==> src/rtl/shift_frame_ctrl_pkg.sv <==
// Shared types for the shift frame controller: FSM state encoding and
// the bit-counter width helper.
package shift_frame_pkg;

  typedef enum logic [1:0] {
    IDLE  = 2'd0,
    SHIFT = 2'd1,
    DONE  = 2'd2
  } state_t;

  function automatic int unsigned cnt_width(input int unsigned size);
    return (size <= 2) ? 1 : $clog2(size);
  endfunction

endpackage

==> src/rtl/shift_frame_ctrl_if.sv <==
// Parallel-side handshake bundle: transmit word in, received word out.
interface shift_frame_ctrl_if #(
  parameter int SIZE = 8
);

  logic            tx_valid;
  logic            tx_ready;
  logic [SIZE-1:0] tx_data;
  logic            rx_valid;
  logic [SIZE-1:0] rx_data;

  modport master (
    output tx_valid,
    output tx_data,
    input  tx_ready,
    input  rx_valid,
    input  rx_data
  );

  modport slave (
    input  tx_valid,
    input  tx_data,
    output tx_ready,
    output rx_valid,
    output rx_data
  );

endinterface

==> src/rtl/shift_frame_ctrl_shift_register.sv <==
// Parallel-load, left-shifting register; MSB leaves on serOut, serIn enters the LSB.
module shift_register #(
  parameter int SIZE = 8
) (
  input  logic            clk,
  input  logic            rst_n,
  input  logic            load,
  input  logic            en,
  input  logic            serIn,
  input  logic [SIZE-1:0] dataIn,
  output logic            serOut,
  output logic [SIZE-1:0] dataOut
);

  logic [SIZE-1:0] data_q;

  always_ff @(posedge clk or negedge rst_n) begin
    if (!rst_n) begin
      data_q <= '0;
    end else if (load) begin
      data_q <= dataIn;
    end else if (en) begin
      data_q <= {data_q[SIZE-2:0], serIn};
    end
  end

  assign serOut  = data_q[SIZE-1];
  assign dataOut = data_q;

endmodule

==> src/rtl/shift_frame_ctrl.sv <==
// Full-duplex frame controller: loads a word, shifts SIZE bits MSB-first at a
// programmable bit period while sampling ser_in, then strobes the received word.
module shift_frame_ctrl
  import shift_frame_pkg::*;
#(
  parameter int SIZE  = 8,
  parameter int DIV_W = 8
) (
  input  logic             clk,
  input  logic             rst_n,
  input  logic [DIV_W-1:0] div,
  input  logic             abort,
  input  logic             ser_in,
  output logic             ser_out,
  output logic             busy,
  shift_frame_ctrl_if.slave bus
);

  localparam int unsigned CW = cnt_width(SIZE);

  state_t          state_q, state_d;
  logic [DIV_W-1:0] div_q, div_d;
  logic [DIV_W-1:0] div_cnt_q, div_cnt_d;
  logic [CW-1:0]    bit_cnt_q, bit_cnt_d;
  logic [SIZE-1:0]  rx_data_q, rx_data_d;

  logic            load;
  logic            shift_en;
  logic            sr_ser;
  logic [SIZE-1:0] sr_data;

  assign load = bus.tx_valid && (state_q == IDLE);

  always_comb begin
    state_d   = state_q;
    div_d     = div_q;
    div_cnt_d = div_cnt_q;
    bit_cnt_d = bit_cnt_q;
    rx_data_d = rx_data_q;
    shift_en  = 1'b0;
    case (state_q)
      IDLE: begin
        if (load) begin
          div_d     = div;
          div_cnt_d = '0;
          bit_cnt_d = '0;
          state_d   = SHIFT;
        end
      end
      SHIFT: begin
        if (abort) begin
          state_d = IDLE;
        end else if (div_cnt_q == div_q) begin
          shift_en  = 1'b1;
          div_cnt_d = '0;
          bit_cnt_d = bit_cnt_q + 1'b1;
          // Final bit: the register has not shifted yet, so splice ser_in in here.
          if (bit_cnt_q == CW'(SIZE - 1)) begin
            rx_data_d = {sr_data[SIZE-2:0], ser_in};
            bit_cnt_d = '0;
            state_d   = DONE;
          end
        end else begin
          div_cnt_d = div_cnt_q + 1'b1;
        end
      end
      DONE:    state_d = IDLE;
      default: state_d = IDLE;
    endcase
  end

  always_ff @(posedge clk or negedge rst_n) begin
    if (!rst_n) begin
      state_q   <= IDLE;
      div_q     <= '0;
      div_cnt_q <= '0;
      bit_cnt_q <= '0;
      rx_data_q <= '0;
    end else begin
      state_q   <= state_d;
      div_q     <= div_d;
      div_cnt_q <= div_cnt_d;
      bit_cnt_q <= bit_cnt_d;
      rx_data_q <= rx_data_d;
    end
  end

  shift_register #(
    .SIZE(SIZE)
  ) u_shift_register (
    .clk    (clk),
    .rst_n  (rst_n),
    .load   (load),
    .en     (shift_en),
    .serIn  (ser_in),
    .dataIn (bus.tx_data),
    .serOut (sr_ser),
    .dataOut(sr_data)
  );

  assign bus.tx_ready = (state_q == IDLE);
  assign bus.rx_valid = (state_q == DONE);
  assign bus.rx_data  = rx_data_q;
  assign busy         = (state_q != IDLE);
  assign ser_out      = (state_q == SHIFT) && sr_ser;

endmodule

==> src/flat_wrapper.sv <==
// flat-port wrapper written by rule: the top's interface ports become plain ports
module shift_frame_ctrl_flat import shift_frame_pkg::*;
#(
  parameter int SIZE  = 8,
  parameter int DIV_W = 8
)
  (clk, rst_n, div, abort, ser_in, ser_out, busy, bus_tx_valid, bus_tx_data, bus_tx_ready, bus_rx_valid, bus_rx_data);
  shift_frame_ctrl_if #(.SIZE(SIZE)) bus_i ();
  input  logic clk;
  input  logic rst_n;
  input  logic [DIV_W-1:0] div;
  input  logic abort;
  input  logic ser_in;
  output logic ser_out;
  output logic busy;
  input wire logic [$bits(bus_i.tx_valid)-1:0] bus_tx_valid;
  input wire logic [$bits(bus_i.tx_data)-1:0] bus_tx_data;
  output wire logic [$bits(bus_i.tx_ready)-1:0] bus_tx_ready;
  output wire logic [$bits(bus_i.rx_valid)-1:0] bus_rx_valid;
  output wire logic [$bits(bus_i.rx_data)-1:0] bus_rx_data;
  assign bus_i.tx_valid = bus_tx_valid;
  assign bus_i.tx_data = bus_tx_data;
  assign bus_tx_ready = bus_i.tx_ready;
  assign bus_rx_valid = bus_i.rx_valid;
  assign bus_rx_data = bus_i.rx_data;
  shift_frame_ctrl #(.SIZE(SIZE), .DIV_W(DIV_W)) u_core (.clk(clk), .rst_n(rst_n), .div(div), .abort(abort), .ser_in(ser_in), .ser_out(ser_out), .busy(busy), .bus(bus_i));
endmodule
==> config.mk <==
export PLATFORM = sky130hd
export DESIGN_NAME = shift_frame_ctrl_flat
export DESIGN_NICKNAME = d
export VERILOG_FILES = /design/src/rtl/shift_frame_ctrl_pkg.sv /design/src/rtl/shift_frame_ctrl_if.sv /design/src/rtl/shift_frame_ctrl_shift_register.sv /design/src/rtl/shift_frame_ctrl.sv /design/src/flat_wrapper.sv
export SDC_FILE = /design/constraint.sdc
export NUM_CORES = 1
export LEC_CHECK = 0
export ABC_AREA = 1
export CAP_MARGIN = 20
export CORE_MARGIN = 2
export CORE_UTILIZATION = 50
export DETAILED_ROUTE_END_ITERATION = 6
export DONT_BUFFER_PORTS = 1
export PLACE_DENSITY = 0.71
export SYNTH_ARGS = -nofsm -noshare
export SYNTH_HDL_FRONTEND = slang
export SYNTH_SLANG_ARGS = --single-unit
==> constraint.sdc <==
create_clock -name clk -period 2.7 [get_ports clk]
set_input_delay 0.54 -clock clk [delete_from_list [all_inputs] [get_ports clk]]
set_output_delay 0.54 -clock clk [all_outputs]
set_load 0.01 [all_outputs]
==> run_results.csv, run 1 <==
group,metric,value,unit
final_layout,final_net_count,290,
setup_path,cp-end-kind,"flip-flop",
yosys,ys_seq_elements,37,
global_route,grt_pass1_vias,1516,
global_route,grt_overflow,0,
clock_network,post-cts-setup-buffers,0,
detailed_routing,vias,1600,
detailed_routing,wl,3910,um
clock_network,cts_tree,"yes",
final_layout,fill_cells,373,
timing,worst_pin_slew,0.433,ns
flow_run,maxCapViolCount,0,
placed_design,dp_slack,0.684,ns
clock_network,clock_latency,0.29,ns
setup_path,rrSetupSlack,0.68,ns
power_and_ir_drop,p_total,1.56,mW
global_route,grt_usage,20.5,%
timing,fin_crit,2.02,ns
final_layout,areaGrowthSynthToFinish,6.61,%
floorplan,coreArea,3740,um2
placed_design,hpwl,2840,um
setup_path,arrival,2.20,ns
status,status,"completed",
clock_network,htreeDepth,2,
global_route,grt_max_degree,38,
timing,setup_viol,0,
floorplan,die_y,67.0,um
power_and_ir_drop,power_density,738,nW/um2
yosys,synth_warnings,0,
timing,setup_tns,0,ns
final_layout,drive_gt1_share,7.89,%
detailed_routing,drcViolationCount,0,
yosys,seq_area_frac_synth,46.6,%
clock_network,clkSlewWorstSetupHoldPaths,0.07,ns
yosys,synth_cell_type_count,24,
yosys,syn-cell-area,1990,um2
detailed_routing,ant_nets,0,
timing,hold_violations,0,
timing,fin_crit_sh,74.7,%
detailed_routing,first_pass_iters,4,
clock_network,cts.sinks,37,
yosys,syn_nets,289,
yosys,synthCells,265,
power_and_ir_drop,max-vdd-ir-drop,0.410,mV
timing,drv_slew,0,
setup_path,crit_required,2.89,ns
yosys,syn_avg_cell_area,7.50,um2
detailed_routing,post_drt_wl_per_cell,12.5,um
clock_network,cts_made_buffers,5,
floorplan,rows,22,
timing,relSlewSlack,71.0,%
setup_path,path_class,"flip-flop to flip-flop",
final_layout,antenna-diode-count,0,
clock_network,clock_tree.buffer_depth,2,
global_route,antenna_found_initial,0,
floorplan,start_util,53.1,%
timing,clock_skew,0.0116,ns
timing,grt_setup_unrepaired,"no",
global_route,grt_pass1_wl,6790,um
floorplan,ioPinCount,33,
clock_network,root_buffer,"clkbuf_8",
placed_design,gp_congestion,0.760,
setup_path,crit_fanout,24,
clock_network,cts_resized,0,
timing,max_freq,496,MHz
detailed_routing,vias_per_cell,5.10,
floorplan,die_x,67.0,um
power_and_ir_drop,p_leak,1.17,nW
floorplan,die_area,4490,um2
placed_design,portBuffers,0,
detailed_routing,drt_iter0_markers,116,
timing,setup_slack,0.682,ns
setup_path,cp-start-kind,"flip-flop",
hold_path,hold_class,"input port to asynchronous set/reset pin",
==> critical path, stage by stage, from the launching register on <==
cell	delay, ns
dfrtp_1	0.42
nor2_1	0.28
nand2_1	0.32
nand2_2	0.45
nand2_2	0.24
and2_1	0.19
==> flip-flops by register name (all words and copies together) (netlist names) <==
signal	flops
u_core.state_q	2
u_core.u_shift_register.dataOut	8
u_core.div_q	8
u_core.div_cnt_q	8
u_core.bus.rx_data	8
u_core.bit_cnt_q	3
==> cell families after synthesis <==
kind of cell	count (synthesis)	share of synthesized area (%)
compound gates	17	4.35
flops	37	46.6
fa+ha+maj	3	1.89
xor+xnor	5	2.20
simple gates	165	36.3
buf+inv	38	8.69
==> through the flow <==
step | area, um2 | util, % | std cells | hold slack (ns)
5_1_grt | 2120 | 56.6 | 314 | 0.0866
3_3_place_gp | 1990 | 53.3 | 306 | 0.245
4_1_cts | 2120 | 56.6 | 314 | 0.0857
6_report | 2120 | 56.6 | 314 | 0.0685
3_5_place_dp | 1990 | 53.3 | 306 | 0.245
2_1_floorplan | 1990 | - | 265 | 0.244
==> final cells by class <==
| class | instances | area (um2) | area share, % |
|---|---|---|---|
| Timing Repair Buffer | 2 | 27.5 | 1.30 |
| Multi-Input combinational cell | 190 | 888 | 41.9 |
| Inverter | 30 | 113 | 5.32 |
| Sequential cell | 37 | 926 | 43.7 |
| Tap cell | 48 | 60.1 | 2.84 |
| Clock inverter | 2 | 35.0 | 1.65 |
| Clock buffer | 5 | 68.8 | 3.25 |
==> routing by layer <==
metal,global-route usage (%),wire length (um),vias to the layer above
li1,-,-,822
met1,27.2,1870,739
met2,32.5,1810,32
met3,4.90,169,7
met4,6.89,60,0
met5,0,0,-
==> worst paths after layout <==
kind | startpoint | endpoint | cells after the start
worst min register to register | u_core.bit_cnt_q[1]$_DFFE_PN0P_ | u_core.bit_cnt_q[1]$_DFFE_PN0P_ | 2
worst max register to register | u_core.state_q[1]$_DFFE_PN0P_ | u_core.div_cnt_q[5]$_DFFE_PN0P_ | 5
min in group clk | div[3] | u_core.div_q[3]$_DFFE_PN0P_ | 2
max in group asynchronous | rst_n | u_core.u_shift_register.dataOut[5]$_DFFE_PN0P_ | 1
worst min-delay path | rst_n | u_core.div_q[6]$_DFFE_PN0P_ | 1
worst max-delay path | u_core.state_q[1]$_DFFE_PN0P_ | u_core.div_cnt_q[5]$_DFFE_PN0P_ | 5
==> power breakdown <==
part | switching (mW) | internal, mW | total (mW) | leakage [nW]
sequential | 0.0826 | 0.657 | 0.740 | 0.490
clock | 0.193 | 0.268 | 0.461 | 0.0540
combinational | 0.238 | 0.125 | 0.363 | 0.626
==> placed cells by master (no fill, tap or decap) <==
cell type and instances:
nand2_1 116, dfrtp_1 37, inv_1 26, nand3_1 22, o21ai_0 12, nor2_1 9
nand4_1 6, clkbuf_8 5, a21oi_1 4, nor2_4 3, inv_2 3, xor2_1 3
ha_1 3, xnor2_1 2, nand2_4 2, nand2_2 2, nor3_1 2, clkinv_1 1
nor2_2 1, o22ai_1 1, and2_1 1, nand4_2 1, bufinv_16 1, clkinv_2 1
buf_12 1, buf_4 1
==> synthesized netlist by cell type, drive strengths merged <==
cell type	n	area [um2]
xnor2	2	17.5
dfrtp	37	926
clkinv	1	3.75
nor3	2	10.0
xor2	3	26.3
buf	8	60.1
o21ai	12	60.1
nand3	22	110
o22ai	1	6.26
ha	3	37.5
nand4	7	50.1
nand2	120	470
and2	1	6.26
inv	29	109
a21oi	4	20.0
nor2	13	73.8
==> repair_timing <==
action                                  4_1_cts  5_1_grt
endpoints found under the setup margin        0        0
hold buffers                                  1        0
hold endpoints to repair                     37        0
Note: power is estimated with default switching activity, not from simulation.
==> run 2, diff against run 1 <==
Clock period 2.7 ns to 1.9 ns, I/O delays scaled along.
==> run 2 against run 1 <==
Effect of this change:
- clock skew is 0.00062 ns lower
- die area stayed put
- fmax is 24% higher
- clock-buffer cell count is 3 higher
- final area is 0.77% higher
- combinational power is 50% higher
- power is 36% higher
- sequential cell count stayed put
- worst hold slack better by 0.14 ns
- utilization is 0.43 points higher
- sequential share of layout area is 0.33 points lower
- sequential power is 42% higher
==> run_results.csv, run 2 (same netlist as run 1, synthesis figures left out) <==
group,metric,value,unit
detailed_routing,first_pass_iters,4,
timing,hold_violations,0,
clock_network,clock_latency,0.29,ns
timing,worst_pin_slew,0.418,ns
timing,clock_skew,0.0109,ns
clock_network,root_buffer,"clkbuf_8",
clock_network,htreeDepth,2,
hold_path,hold_class,"input port to flip-flop",
status,status,"completed",
detailed_routing,drt_iter0_markers,87,
floorplan,die_y,67.0,um
global_route,grt_pass1_vias,1495,
clock_network,cts.sinks,37,
setup_path,crit_top_cell,"nand2_1",
final_layout,final_common_cell,"nand2_1",
floorplan,coreArea,3740,um2
clock_network,clkSlewWorstSetupHoldPaths,0.08,ns
detailed_routing,drcViolationCount,0,
detailed_routing,vias_per_cell,4.97,
final_layout,antenna-diode-count,0,
clock_network,cts_tree,"yes",
power_and_ir_drop,p_total,2.12,mW
detailed_routing,ant_nets,0,
placed_design,dp.cells,310,
clock_network,clock_tree.buffer_depth,2,
global_route,antenna_found_initial,0,
timing,holdWs,0.209,ns
setup_path,crit_required,2.07,ns
timing,setup_slack,0.274,ns
detailed_routing,vias,1589,
power_and_ir_drop,max-vdd-ir-drop,0.589,mV
timing,drv_slew,0,
flow_run,maxCapViolCount,0,
setup_path,cp_slowest_cell,"dfrtp_1",
final_layout,final_net_count,295,
final_layout,areaGrowthSynthToFinish,7.43,%
power_and_ir_drop,power_density,994,nW/um2
setup_path,arrival,1.80,ns
floorplan,die_x,67.0,um
setup_path,cp-end-kind,"flip-flop",
clock_network,cts_resized,0,
timing,fin_crit,1.63,ns
floorplan,die_area,4490,um2
placed_design,hpwl,2820,um
global_route,grt_overflow,0,
setup_path,critPathTopFamily,"simple AND/OR/NAND/NOR gates",
timing,relSlewSlack,72.1,%
final_layout,post-route-util,57.0,%
timing,max_freq,615,MHz
setup_path,path_buf_inv,1,
detailed_routing,post_drt_wl_per_cell,12.5,um
global_route,grt_usage,20.7,%
detailed_routing,wl,4010,um
floorplan,ioPinCount,33,
floorplan,rows,22,
final_layout,drive_gt1_share,8.46,%
clock_network,post-cts-setup-buffers,0,
placed_design,dp_slack,0.301,ns
timing,setup_tns,0,ns
setup_path,crit_fanout,14,
timing,fin_crit_sh,85.6,%
final_layout,final_cell_mix,"nand2_1 (116), dfrtp_1 (37), inv_1 (26)",
placed_design,gp_congestion,0.819,
clock_network,cts_made_buffers,5,
timing,setup_viol,0,
setup_path,path_cells,"inv_1 -> nand2_1 -> nand2_1 -> nand2_1 -> nor2_4 -> nand2_4 -> nand2_4 -> nand2_2 -> and2_1",
placed_design,portBuffers,0,
final_layout,final_area,2130,um2
timing,grt_setup_unrepaired,"no",
setup_path,path_class,"flip-flop to flip-flop",
final_layout,layoutNonFillerInstCount,320,
power_and_ir_drop,p_leak,1.18,nW
setup_path,max_stage_delay,0.40,ns
floorplan,start_util,53.1,%
setup_path,cp-start-kind,"flip-flop",
placed_design,placed_area,2020,um2
global_route,grt_max_degree,38,
global_route,grt_pass1_wl,6800,um
## run 2: cell count changes in the layout (fill, tap and decap cells not counted)
cell / delta
dlygate4sd3_1: +1
clkinv_2: -1
buf_4: +4
clkbuf_1: +3
bufinv_16: -1
## run 2: worst paths after layout
path	start	end	slack, ns	cells past startpoint
max	u_core.div_cnt_q[0]$_DFFE_PN0P_	u_core.div_cnt_q[5]$_DFFE_PN0P_	0.27	9
min	div[6]	u_core.div_q[6]$_DFFE_PN0P_	0.21	2
max reg2reg	u_core.div_cnt_q[0]$_DFFE_PN0P_	u_core.div_cnt_q[5]$_DFFE_PN0P_	0.27	9
min reg2reg	u_core.bit_cnt_q[1]$_DFFE_PN0P_	u_core.bit_cnt_q[1]$_DFFE_PN0P_	0.48	2
max in group asynchronous	rst_n	u_core.state_q[1]$_DFFE_PN0P_	1.16	2
min in group asynchronous	rst_n	u_core.div_q[6]$_DFFE_PN0P_	0.53	2
## run 2: layer usage
layer / global-route usage, % / up-vias / part of all wire (%)
li1: - / 835 / -
met1: 30.6 / 717 / 51
met2: 29.8 / 35 / 43
met3: 5.24 / 2 / 5.5
met4: 6.12 / 0 / 0.65
met5: 0 / - / 0
## run 2: final cells by class
type	instances	area (um2)
clock buffers	8	80.1
flip-flops and latches	37	926
inverters	30	113
fillers	370	1610
repair buffers	7	67.6
multi-input cells	190	888
well taps	48	60.1
## run 2: timing repair
item | 4_1_cts | 5_1_grt
hold endpoints to repair | 37 | 0
endpoints found under the setup margin | 0 | 0
hold buffers | 2 | 0
## run 2: worst reg2reg max path: cells and delay by family, from the launching register on
kind,cells,cell delay (ns)
buffers and inverters,1,0.12
DFF,1,0.40
and+or+nand+nor,8,1.00
## run 2: power by group
| group | total [mW] | switching [mW] | internal [mW] | leakage [nW] |
|---|---|---|---|---|
| combinational | 0.543 | 0.350 | 0.193 | 0.650 |
| clock | 0.526 | 0.266 | 0.261 | 0.0395 |
| sequential | 1.05 | 0.117 | 0.934 | 0.490 |
| total | 2.12 | 0.733 | 1.39 | 1.18 |
==> run 3, diff against run 2 <==
Settings changed: ABC_CLOCK_PERIOD_IN_PS from default to 1900.
==> results of run 3 <==
The final DEF is identical to that of run 2; final timing and power are the same.
